$ cat config.mk
export PLATFORM = sky130hd
export DESIGN_NAME = jram_sequencer
export DESIGN_NICKNAME = d
export VERILOG_FILES = /design/src/rtl/jram_seq_pkg.sv /design/src/rtl/jram_sequencer_strobe_timer.sv /design/src/rtl/jram_sequencer.sv
export SDC_FILE = /design/constraint.sdc
export NUM_CORES = 1
export LEC_CHECK = 0
export BUFFER_PORTS_ARGS = -buffer_cell sky130_fd_sc_hd__buf_2
export CELL_PAD_IN_SITES_DETAIL_PLACEMENT = 1
export CELL_PAD_IN_SITES_GLOBAL_PLACEMENT = 1
export CORE_ASPECT_RATIO = 0.9
export CORE_MARGIN = 3
export CORE_UTILIZATION = 25
export DETAILED_ROUTE_END_ITERATION = 8
export PLACE_DENSITY_LB_ADDON = 0.1
export SLEW_MARGIN = 20
export SYNTH_ARGS = -nofsm -noshare
export SYNTH_HDL_FRONTEND = slang
export SYNTH_SLANG_ARGS = --single-unit
$ cat constraint.sdc
create_clock -name CLK -period 3.92 [get_ports CLK]
set_input_delay 0.196 -clock CLK [delete_from_list [all_inputs] [get_ports CLK]]
set_output_delay 0.196 -clock CLK [all_outputs]
set_load 0.05 [all_outputs]
$ cat src/rtl/jram_seq_pkg.sv
// Shared constants and the pattern generator for the jcscpu RAM fill-and-verify sequencer.
package jram_seq_pkg;

  localparam int unsigned ADDR_W  = 8;
  localparam int unsigned DATA_W  = 8;
  localparam int unsigned CNT_W   = 9;
  localparam int unsigned STATE_W = 3;
  localparam int unsigned TMR_W   = 4;

  localparam logic [STATE_W-1:0] ST_IDLE   = 3'd0;
  localparam logic [STATE_W-1:0] ST_W_ADDR = 3'd1;
  localparam logic [STATE_W-1:0] ST_W_SET  = 3'd2;
  localparam logic [STATE_W-1:0] ST_W_GAP  = 3'd3;
  localparam logic [STATE_W-1:0] ST_R_ADDR = 3'd4;
  localparam logic [STATE_W-1:0] ST_R_ENA  = 3'd5;
  localparam logic [STATE_W-1:0] ST_R_GAP  = 3'd6;
  localparam logic [STATE_W-1:0] ST_FINISH = 3'd7;

  localparam logic [1:0] PAT_ADDR    = 2'd0;
  localparam logic [1:0] PAT_INV     = 2'd1;
  localparam logic [1:0] PAT_CHECKER = 2'd2;
  localparam logic [1:0] PAT_ROT     = 2'd3;

  localparam logic [ADDR_W-1:0] FAULT_ADDR = 8'h3C;

  // Data value written to / expected from address a for pattern sel.
  function automatic logic [DATA_W-1:0] pat_value(input logic [1:0] sel,
                                                  input logic [ADDR_W-1:0] a);
    logic [DATA_W-1:0] v;
    case (sel)
      PAT_ADDR:    v = a;
      PAT_INV:     v = ~a;
      PAT_CHECKER: v = a[0] ? 8'hAA : 8'h55;
      default:     v = {a[6:0], a[7]} ^ 8'hA5;
    endcase
    return v;
  endfunction

endpackage

$ cat src/rtl/jram_sequencer_strobe_timer.sv
// Loadable down-counter timing one SA/S/E strobe window; last_c flags its final cycle.
module strobe_timer
  import jram_seq_pkg::*;
(
  input  logic             clk,
  input  logic             reset,
  input  logic             load,
  input  logic [TMR_W-1:0] load_val,
  output logic             last_c
);

  logic [TMR_W-1:0] count;

  always_ff @(posedge clk) begin
    if (reset) begin
      count <= '0;
    end else if (load) begin
      count <= load_val;
    end else if (count != '0) begin
      count <= count - TMR_W'(1);
    end
  end

  assign last_c = (count == '0);

endmodule

$ cat src/rtl/jram_sequencer.sv
// Fill-and-verify controller for the jcscpu RAM: writes a pattern to all 256 addresses,
// reads them back and reports mismatches. Build option: JRAM_SEQ_FAULT_INJECT_EN.
module jram_sequencer
  import jram_seq_pkg::*;
#(
  parameter int unsigned STROBE_CYCLES = 4,
  parameter int unsigned PAT_W         = 2
) (
  input  logic              CLK,
  input  logic              RESET,
  input  logic              START,
  input  logic [PAT_W-1:0]  PATTERN,
  input  logic [DATA_W-1:0] RAM_OUT,
  output logic [ADDR_W-1:0] ADDR,
  output logic              SA,
  output logic [DATA_W-1:0] DATA,
  output logic              S,
  output logic              E,
  output logic              BUSY,
  output logic              DONE,
  output logic [CNT_W-1:0]  ERR_CNT,
  output logic              ERR_VALID,
  output logic [ADDR_W-1:0] FIRST_ERR_ADDR
);

  localparam logic [TMR_W-1:0] STROBE_LOAD = TMR_W'(STROBE_CYCLES - 1);

  logic [STATE_W-1:0] state, state_n;
  logic [ADDR_W-1:0]  addr, addr_n;
  logic [PAT_W-1:0]   pat_q, pat_n;
  logic [CNT_W-1:0]   err_cnt, err_cnt_n;
  logic               err_valid, err_valid_n;
  logic [ADDR_W-1:0]  first_err, first_err_n;
  logic [DATA_W-1:0]  expected;
  logic               timer_load, timer_last;

  strobe_timer u_timer (
    .clk      (CLK),
    .reset    (RESET),
    .load     (timer_load),
    .load_val (STROBE_LOAD),
    .last_c   (timer_last)
  );

  // Read-back reference, optionally corrupted at one address to exercise the error path.
`ifdef JRAM_SEQ_FAULT_INJECT_EN
  always_comb begin
    expected = pat_value(2'(pat_q), addr);
    if (addr == FAULT_ADDR) begin
      expected = expected ^ 8'h01;
    end
  end
`else
  always_comb begin
    expected = pat_value(2'(pat_q), addr);
  end
`endif

  always_comb begin
    state_n     = state;
    addr_n      = addr;
    pat_n       = pat_q;
    err_cnt_n   = err_cnt;
    err_valid_n = err_valid;
    first_err_n = first_err;
    timer_load  = 1'b0;

    case (state)
      ST_IDLE: begin
        if (START) begin
          pat_n       = PATTERN;
          err_cnt_n   = '0;
          err_valid_n = 1'b0;
          first_err_n = '0;
          addr_n      = '0;
          state_n     = ST_W_ADDR;
        end
      end
      ST_W_ADDR: if (timer_last) state_n = ST_W_SET;
      ST_W_SET:  if (timer_last) state_n = ST_W_GAP;
      ST_W_GAP: begin
        if (addr == 8'hFF) begin
          addr_n  = '0;
          state_n = ST_R_ADDR;
        end else begin
          addr_n  = addr + ADDR_W'(1);
          state_n = ST_W_ADDR;
        end
      end
      ST_R_ADDR: if (timer_last) state_n = ST_R_ENA;
      ST_R_ENA: begin
        if (timer_last) begin
          if (RAM_OUT != expected) begin
            err_cnt_n = err_cnt + CNT_W'(1);
            if (!err_valid) begin
              err_valid_n = 1'b1;
              first_err_n = addr;
            end
          end
          state_n = ST_R_GAP;
        end
      end
      ST_R_GAP: begin
        // Wrap here so the counter can never start a 257th access.
        if (addr == 8'hFF) begin
          addr_n  = '0;
          state_n = ST_FINISH;
        end else begin
          addr_n  = addr + ADDR_W'(1);
          state_n = ST_R_ADDR;
        end
      end
      ST_FINISH: state_n = ST_IDLE;
      default:   state_n = ST_IDLE;
    endcase

    timer_load = (state_n != state) &&
                 ((state_n == ST_W_ADDR) || (state_n == ST_W_SET) ||
                  (state_n == ST_R_ADDR) || (state_n == ST_R_ENA));
  end

  // State, datapath and registered outputs decoded from the next state.
  always_ff @(posedge CLK) begin
    if (RESET) begin
      state     <= ST_IDLE;
      addr      <= '0;
      pat_q     <= '0;
      err_cnt   <= '0;
      err_valid <= 1'b0;
      first_err <= '0;
      SA        <= 1'b0;
      S         <= 1'b0;
      E         <= 1'b0;
      DATA      <= '0;
      BUSY      <= 1'b0;
      DONE      <= 1'b0;
    end else begin
      state     <= state_n;
      addr      <= addr_n;
      pat_q     <= pat_n;
      err_cnt   <= err_cnt_n;
      err_valid <= err_valid_n;
      first_err <= first_err_n;
      SA        <= (state_n == ST_W_ADDR) || (state_n == ST_R_ADDR);
      S         <= (state_n == ST_W_SET);
      E         <= (state_n == ST_R_ENA);
      DATA      <= ((state_n == ST_W_SET) || (state_n == ST_W_GAP)) ?
                   pat_value(2'(pat_n), addr_n) : '0;
      BUSY      <= (state_n != ST_IDLE) && (state_n != ST_FINISH);
      DONE      <= (state_n == ST_FINISH);
    end
  end

  assign ADDR           = addr;
  assign ERR_CNT        = err_cnt;
  assign ERR_VALID      = err_valid;
  assign FIRST_ERR_ADDR = first_err;

endmodule

==> Yosys cells after proc, flatten, opt, wreduce, memory -nomap -nowiden <==
Index checks and enable logic that the tools add are counted.
{ "op_classes": {"n_reduce_logical": 20, "mux": 32, "n_eq_ne": 25, "add_sub_neg": 3, "bitwise": 5} }
{ "op_table": {"columns": ["operator", "n"], "rows": [
  ["$mux W8", 8],
  ["$pmux W8 S3", 2],
  ["$pmux W8 S2", 2],
  ["$mux W9", 3],
  ["$pmux W3 S8", 1],
  ["$eq A3 B3 Y1 const B", 7],
  ["$mux W3", 6],
  ["$pmux W9 S2", 1],
  ["$not A8 Y8", 2],
  ["$eq A3 B2 Y1 const B", 4],
  ["$mux W2", 5],
  ["$add A9 B1 Y9 const B", 1],
  ["$add A8 B1 Y8 const B", 1],
  ["$eq A8 B8 Y1 const B", 1],
  ["$ne A2 B2 Y1 const B", 4],
  ["$ne A8 B8 Y1", 1],
  ["$not A4 Y4", 2],
  ["$eq A3 B1 Y1 const B", 2],
  ["$reduce_or A2 Y1", 3],
  ["$logic_or A1 B1 Y1", 5],
  ["$reduce_and A5 Y1", 1],
  ["$eq A2 B1 Y1 const B", 2],
  ["$eq A2 B2 Y1 const B", 2],
  ["$logic_not A2 Y1", 2],
  ["13 further kinds", 17]
]} }
{ "totals": {"reg_bits": 48, "inputBits": 13, "word_cells": 99, "out_inout_bits": 39} }

==> Longest topological paths before layout <==
{ "depth": {"ltp_word": 9, "mapped_depth": 10, "depth_no_buf": 9} }

==> Modules after synthesis <==
From an unflattened synthesis, not the netlist that was laid out.
{ "hier_totals": {"cells_unflattened": 347, "hier_area_um2": 2830.2} }
{ "modules_own_cells": {"columns": ["module", "area_each_um2", "instances", "cells_per_inst", "seq_area_each_um2"], "rows": [
  ["jram_sequencer", 2601.2, 1, 323, 880.8],
  ["strobe_timer", 229.0, 1, 24, 80.1]
]} }

==> Worst setup path before layout <==
OpenSTA, ideal clock, no wires.
{ "synth_timing": {"kind": "register -> register", "start": "register addr[0], in the netlist ADDR[0]", "end": "register err_cnt[4], in the netlist ERR_CNT[4]", "n_path_buf": 2, "setup_slack_ns": 1.344, "required_ns": 3.798, "stages_incl_launch_ff": 10, "setup_ns": 0.122, "period_less_slack_ns": 2.576, "t_arrival_ns": 2.454, "path_cell_list": "dfxtp_1 -> clkbuf_1 -> nor3_1 -> a211oi_1 -> xnor2_1 -> o2111ai_2 -> o211a_1 -> buf_6 -> and3_1 -> a221o_1"} }
{ "synth_between": {"elab_chain_len": 5, "elab_cells_between_ends": 6, "cone_classes": "eq/ne (2); mux (2); bitwise (1); reduce/logical (1)"} }
{ "synth_rtl": {"columns": ["element", "line_no", "text"], "rows": [
  ["start, declared", "jram_sequencer.sv:29", "logic [ADDR_W-1:0] addr, addr_n;"],
  ["start signal, assigned", "jram_sequencer.sv:139", "addr <= addr_n;"],
  ["$mux W8 or $not A8 Y8 (tied branches)", "jram_seq_pkg.sv:33, jram_seq_pkg.sv:32", null],
  ["$pmux W8 S3 *", "jram_seq_pkg.sv:30", "case (sel)"],
  ["$ne A8 B8 Y1 *", "jram_sequencer.sv:93", "if (RAM_OUT != expected) begin"],
  ["$ne A2 B2 Y1 (no line) *", null, null],
  ["$reduce_and A4 Y1 (no line) *", null, null],
  ["end signal, assigned", "jram_sequencer.sv:141", "err_cnt <= err_cnt_n;"],
  ["end, declared", "jram_sequencer.sv:31", "logic [CNT_W-1:0] err_cnt, err_cnt_n;"]
]} }
Every way passes the cells marked *; elsewhere a longest branch is shown, timed or not.
A chain may end at the register's enable or synchronous reset.

==> Final worst setup path <==
{ "layout_timing": {"start": "register pat_q[1]", "end": "register first_err[2], in the netlist FIRST_ERR_ADDR[2]"} }
{ "layout_between": {"elab_chain_len": 5, "elab_cells_between_ends": 7, "cone_classes": "eq/ne (4); mux (1); reduce/logical (2)"} }
{ "layout_rtl": {"columns": ["element", "line_no", "text"], "rows": [
  ["start, declared", "jram_sequencer.sv:30", "logic [PAT_W-1:0] pat_q, pat_n;"],
  ["start signal, assigned", "jram_sequencer.sv:140", "pat_q <= pat_n;"],
  ["$eq A2 B2 Y1, or another cell as far along", "jram_seq_pkg.sv:30", null],
  ["$pmux W8 S3 *", "jram_seq_pkg.sv:30", null],
  ["$ne A8 B8 Y1 *", "jram_sequencer.sv:93", null],
  ["$ne A2 B2 Y1 (no line) *", null, null],
  ["$reduce_and A5 Y1 (no line) *", null, null],
  ["end signal, assigned", "jram_sequencer.sv:143", "first_err <= first_err_n;"],
  ["end, declared", "jram_sequencer.sv:33", "logic [ADDR_W-1:0] first_err, first_err_n;"]
]} }
Marked as above.

==> flow_results.org <==
** Pwr
- The worst-case IR drop observed on VDD is ~0.00016 V.
- Pleak :: between 1 and 1.5 nW
- Power density over the cells :: approximately 470 nW/um^2

** Critical path
- In this design, the stage delay of the slowest critical-path cell is about 0.77 ns.
- Endpoint required time on the critical path :: 4.14 ns
- CP max stage cell :: sky130_fd_sc_hd__dfxtp_1
- Crit start category :: flop
- Of all nets on the critical path, the largest fanout is 19.
- Crit path kind :: reg -> reg
- Nature of the critical path endpoint :: flop
- Launch point of the critical path :: pat_q[1]$_SDFF_PP0_
- RR Endpoint :: FIRST_ERR_ADDR[2]$_SDFFE_PP0P_
- Worst path arrival time :: roughly 3.2 ns
- List of cells traversed by the critical path :: nor2_1 > or3_1 > and3b_1 > o2111ai_2 > o211a_1 > nor2b_1 > o2bb2ai_1
- Setup slack of the most critical reg-to-reg path :: 0.96 ns
- The startpoint identified for the worst register-to-register timing path is pat_q[1]$_SDFF_PP0_.
- Measured in cells, the most critical reg-to-reg path has a length of 7.

** Cells and area
- Final net count :: 382
- Share of layout cells above drive strength 1 :: between 20% and 30%
- The repair_antennas step left the layout with diodes totalling 0.
- Relative to the synthesized area, the layout overhead comes to 18.7%.
- Commonest non-fill, non-tap cells in the layout :: 51 x sky130_fd_sc_hd__buf_2, 48 x sky130_fd_sc_hd__dfxtp_1, 31 x sky130_fd_sc_hd__nor2_1
- Leading cell type in the layout, fill and taps excluded :: sky130_fd_sc_hd__buf_2

** STA
- Final hold analysis gives a worst-case slack of ~0.24 ns.
- Pins over their slew limit :: 0
- Setup violation total in the final timing report :: 0
- Portion of the clock cycle consumed by the worst path in the final layout :: 75.6%
- Measured against its own limit, the worst slew margin works out to just under 50%.
- At the pin with the least slew margin, the transition time is 0.740 ns.
- Adding up every negative setup slack in the final design gives 0 ns.
- The hold violation count in the final report is 0.
- Setup repair after global routing left no endpoint under its margin.
- Time the final worst path needs with I/O delays and setup :: between 2 and 3 ns
- Max Clock Freq :: between 0.3 and 0.4 GHz
- The clock arrives with roughly 0.0032 ns of skew.

** Routing
- Router iterations before antenna repair :: 4
- For this block, the initial DRC count from the detailed router was a little under 100.
- In the routed design, unresolved DRC markers number 0.
- After detailed routing, the average wire length per cell comes to between 10 and 15 um.
- Once detail routing completed, the nets flagged for antenna violations numbered 0.
- Average via count per standard cell :: 4.83
- Vias after detailed routing :: around 2.5k
- After detailed routing, the total wire length is around 7.7 mm.

** Global route
- Entering global routing, the biggest net connects 37 pins.
- Wire length of the first global-routing pass :: 13.0 mm
- The number of antenna violations at the first check in global routing was 0.
- The via count of the first global-routing pass was 2547.
- Total Routing Usage GR :: ~13%
- Global route overflow :: 0

** Clocking
- Clock-pin slew of the registers on the worst-case setup and hold paths :: around 0.06 ns
- The number of hold buffers added after CTS was 0.
- Buffer count from post-CTS setup fixing :: 0
- The H-tree was split into 2 levels.
- The tree is rooted in a sky130_fd_sc_hd__clkbuf_16.
- The tree built by TritonCTS fans out to 48 sinks.
- Number of clock buffers inserted by TritonCTS :: 5
- Post-cts sizing count :: 0
- Maximum number of buffers from clock root to sink :: 2
- Latest clock arrival within the worst-skew pair :: between 0.2 and 0.3 ns
- TritonCTS built the clock tree.

** Outcome
- Outcome :: finished clean

** Floorplanning
- For this configuration, the core starts out at a cell density of roughly a quarter.
- Row generation in the floorplan step produced 35 rows.
- Overall die width :: around 120 um
- The core region is roughly 11000 um^2.
- between 50 and 60 I/O pins were placed.
- Vertical die dimension :: ~110 um
- Floorplan die area :: around 12000 um^2

** Yosys
- Post-synth net total :: around 340
- After technology mapping, the gate count stands at about 330.
- Summing every instance area after synthesis gives roughly 2800 um^2.
- Synthesis instantiated between 60 and 70 different standard cells from the library.
- Dividing the synthesized area by the synthesized cell count gives approximately 8.6 um^2.
- Top_reg_cell synth :: sky130_fd_sc_hd__dfxtp_1
- Async set or reset register ratio after synthesis :: 0%
- After synthesis the netlist holds a flip-flop and latch count of 48.
- For this run, the number of Yosys warnings is 0.
- Number of enable flip-flop cells after synthesis :: 0
- Summing the sequential cell areas from Yosys gives 34.5% of the chip area.

** Place
- Input and output buffers added on the ports amount to slightly above 50.
- At the end of routability-driven placement, the weighted congestion stood at 0.726.
- Summed over all nets, the half-perimeter wirelength after detailed placement is between 5 and 6 mm.

** Job
- Count of max-cap constraint violations :: 0

** Min path
- For hold timing, the worst endpoint is BUSY$_SDFF_PP0_.
- Along the worst hold path, the cell count comes to 3.
- Hold/Removal Path Class :: in -> reg
- Start point of the worst hold path :: START
[synth_stat cells, drive strengths merged, types with 2 or more instances]
master / number / area (um^2)
a311oi: 2 / 17.5
and3: 5 / 31.3
xor2: 9 / 78.8
o2bb2ai: 8 / 70.1
nor2b: 11 / 68.8
nand3: 8 / 40.0
nand2: 21 / 78.8
and2: 5 / 33.8
inv: 4 / 15.0
a21boi: 2 / 15.0
ha: 3 / 37.5
a221o: 2 / 20.0
a31oi: 2 / 12.5
mux2i: 13 / 130
buf: 12 / 76.3
a21oi: 13 / 68.8
a211oi: 12 / 90.1
o22ai: 2 / 12.5
xnor2: 11 / 96.3
and3b: 2 / 17.5
o21a: 4 / 30.0
o21ai: 14 / 70.1
or3: 4 / 25.0
clkbuf: 12 / 45.0
a22o: 3 / 26.3
o21bai: 2 / 15.0
a22oi: 2 / 15.0
nand2b: 18 / 113
nand4: 2 / 18.8
nor2: 31 / 116
o2111ai: 2 / 41.3
dfxtp: 48 / 961
mux2: 4 / 45.0
nor3: 14 / 70.1
[flip-flops by register name, indices dropped and copies added, names as in the netlist]
signal,cells
ERR_CNT,9
ADDR,8
DATA,8
FIRST_ERR_ADDR,8
u_timer.count,4
state,3
pat_q,2
BUSY,1
DONE,1
E,1
ERR_VALID,1
S,1
SA,1
[power by group]
group	switching [mW]	internal (mW)
logic	0.360	0.212
registers	0.0357	0.530
clock network	0.175	0.255
total	0.570	0.997
[worst max-delay path: cells and delay by family, from the launching register on]
kind | cells | cell delay [ns]
DFF | 1 | 0.77
and+or+nand+nor | 4 | 1.22
AOI/OAI and AO/OA | 3 | 0.90
[routing by layer]
| layer | up-vias | global-route usage, % | part of all wire, % |
|---|---|---|---|
| li1 | 1248 | - | - |
| met1 | 1198 | 17.5 | 52 |
| met2 | 34 | 20.3 | 44 |
| met3 | 5 | 3.09 | 3.7 |
| met4 | 0 | 2.51 | 0.66 |
| met5 | - | 0 | 0 |
[metrics by stage]
stage	cell area (um^2)	power (mW)	instances	utilization, %	setup WS (ns)
2_1_floorplan	2790	1.02	325	-	1.34
3_3_place_gp	3160	1.15	507	30.0	1.05
3_5_place_dp	3160	1.16	507	30.0	0.952
4_1_cts	3310	1.60	515	31.4	0.937
5_1_grt	3310	1.70	515	31.4	0.685
6_report	3310	1.57	515	31.4	0.956
[worst max path at each step]
| stage | end | slack [ns] | cells past startpoint |
|---|---|---|---|
| 2_1_floorplan | ERR_CNT[4]$_SDFFE_PP0P_ | 1.34 | 9 |
| 3_3_place_gp | FIRST_ERR_ADDR[4]$_SDFFE_PP0P_ | 1.05 | 7 |
| 3_5_place_dp | FIRST_ERR_ADDR[2]$_SDFFE_PP0P_ | 0.95 | 7 |
| 4_1_cts | FIRST_ERR_ADDR[2]$_SDFFE_PP0P_ | 0.94 | 7 |
| 5_1_grt | FIRST_ERR_ADDR[2]$_SDFFE_PP0P_ | 0.69 | 7 |
| 6_report | FIRST_ERR_ADDR[2]$_SDFFE_PP0P_ | 0.96 | 7 |
[cells by family after synthesis]
kind of cell	count (synthesis)	share of synthesized area, %
flip-flops	48	34.5
XOR/XNOR	20	6.28
adder cells (fa/ha/maj)	3	1.35
AND/OR/NAND/NOR	125	23.6
AO/OA/AOI/OAI	84	23.2
buffers and inverters	28	4.89
multiplexers	17	6.28
[final cells by class]
class,count,area [um^2]
fill,1281,7240
multi-input combinational,249,1690
sequential,48,961
timing repair buffer,58,308
tap,148,185
clock buffer,8,146
inverter,4,15.0
(Power assumes the default switching activity.)
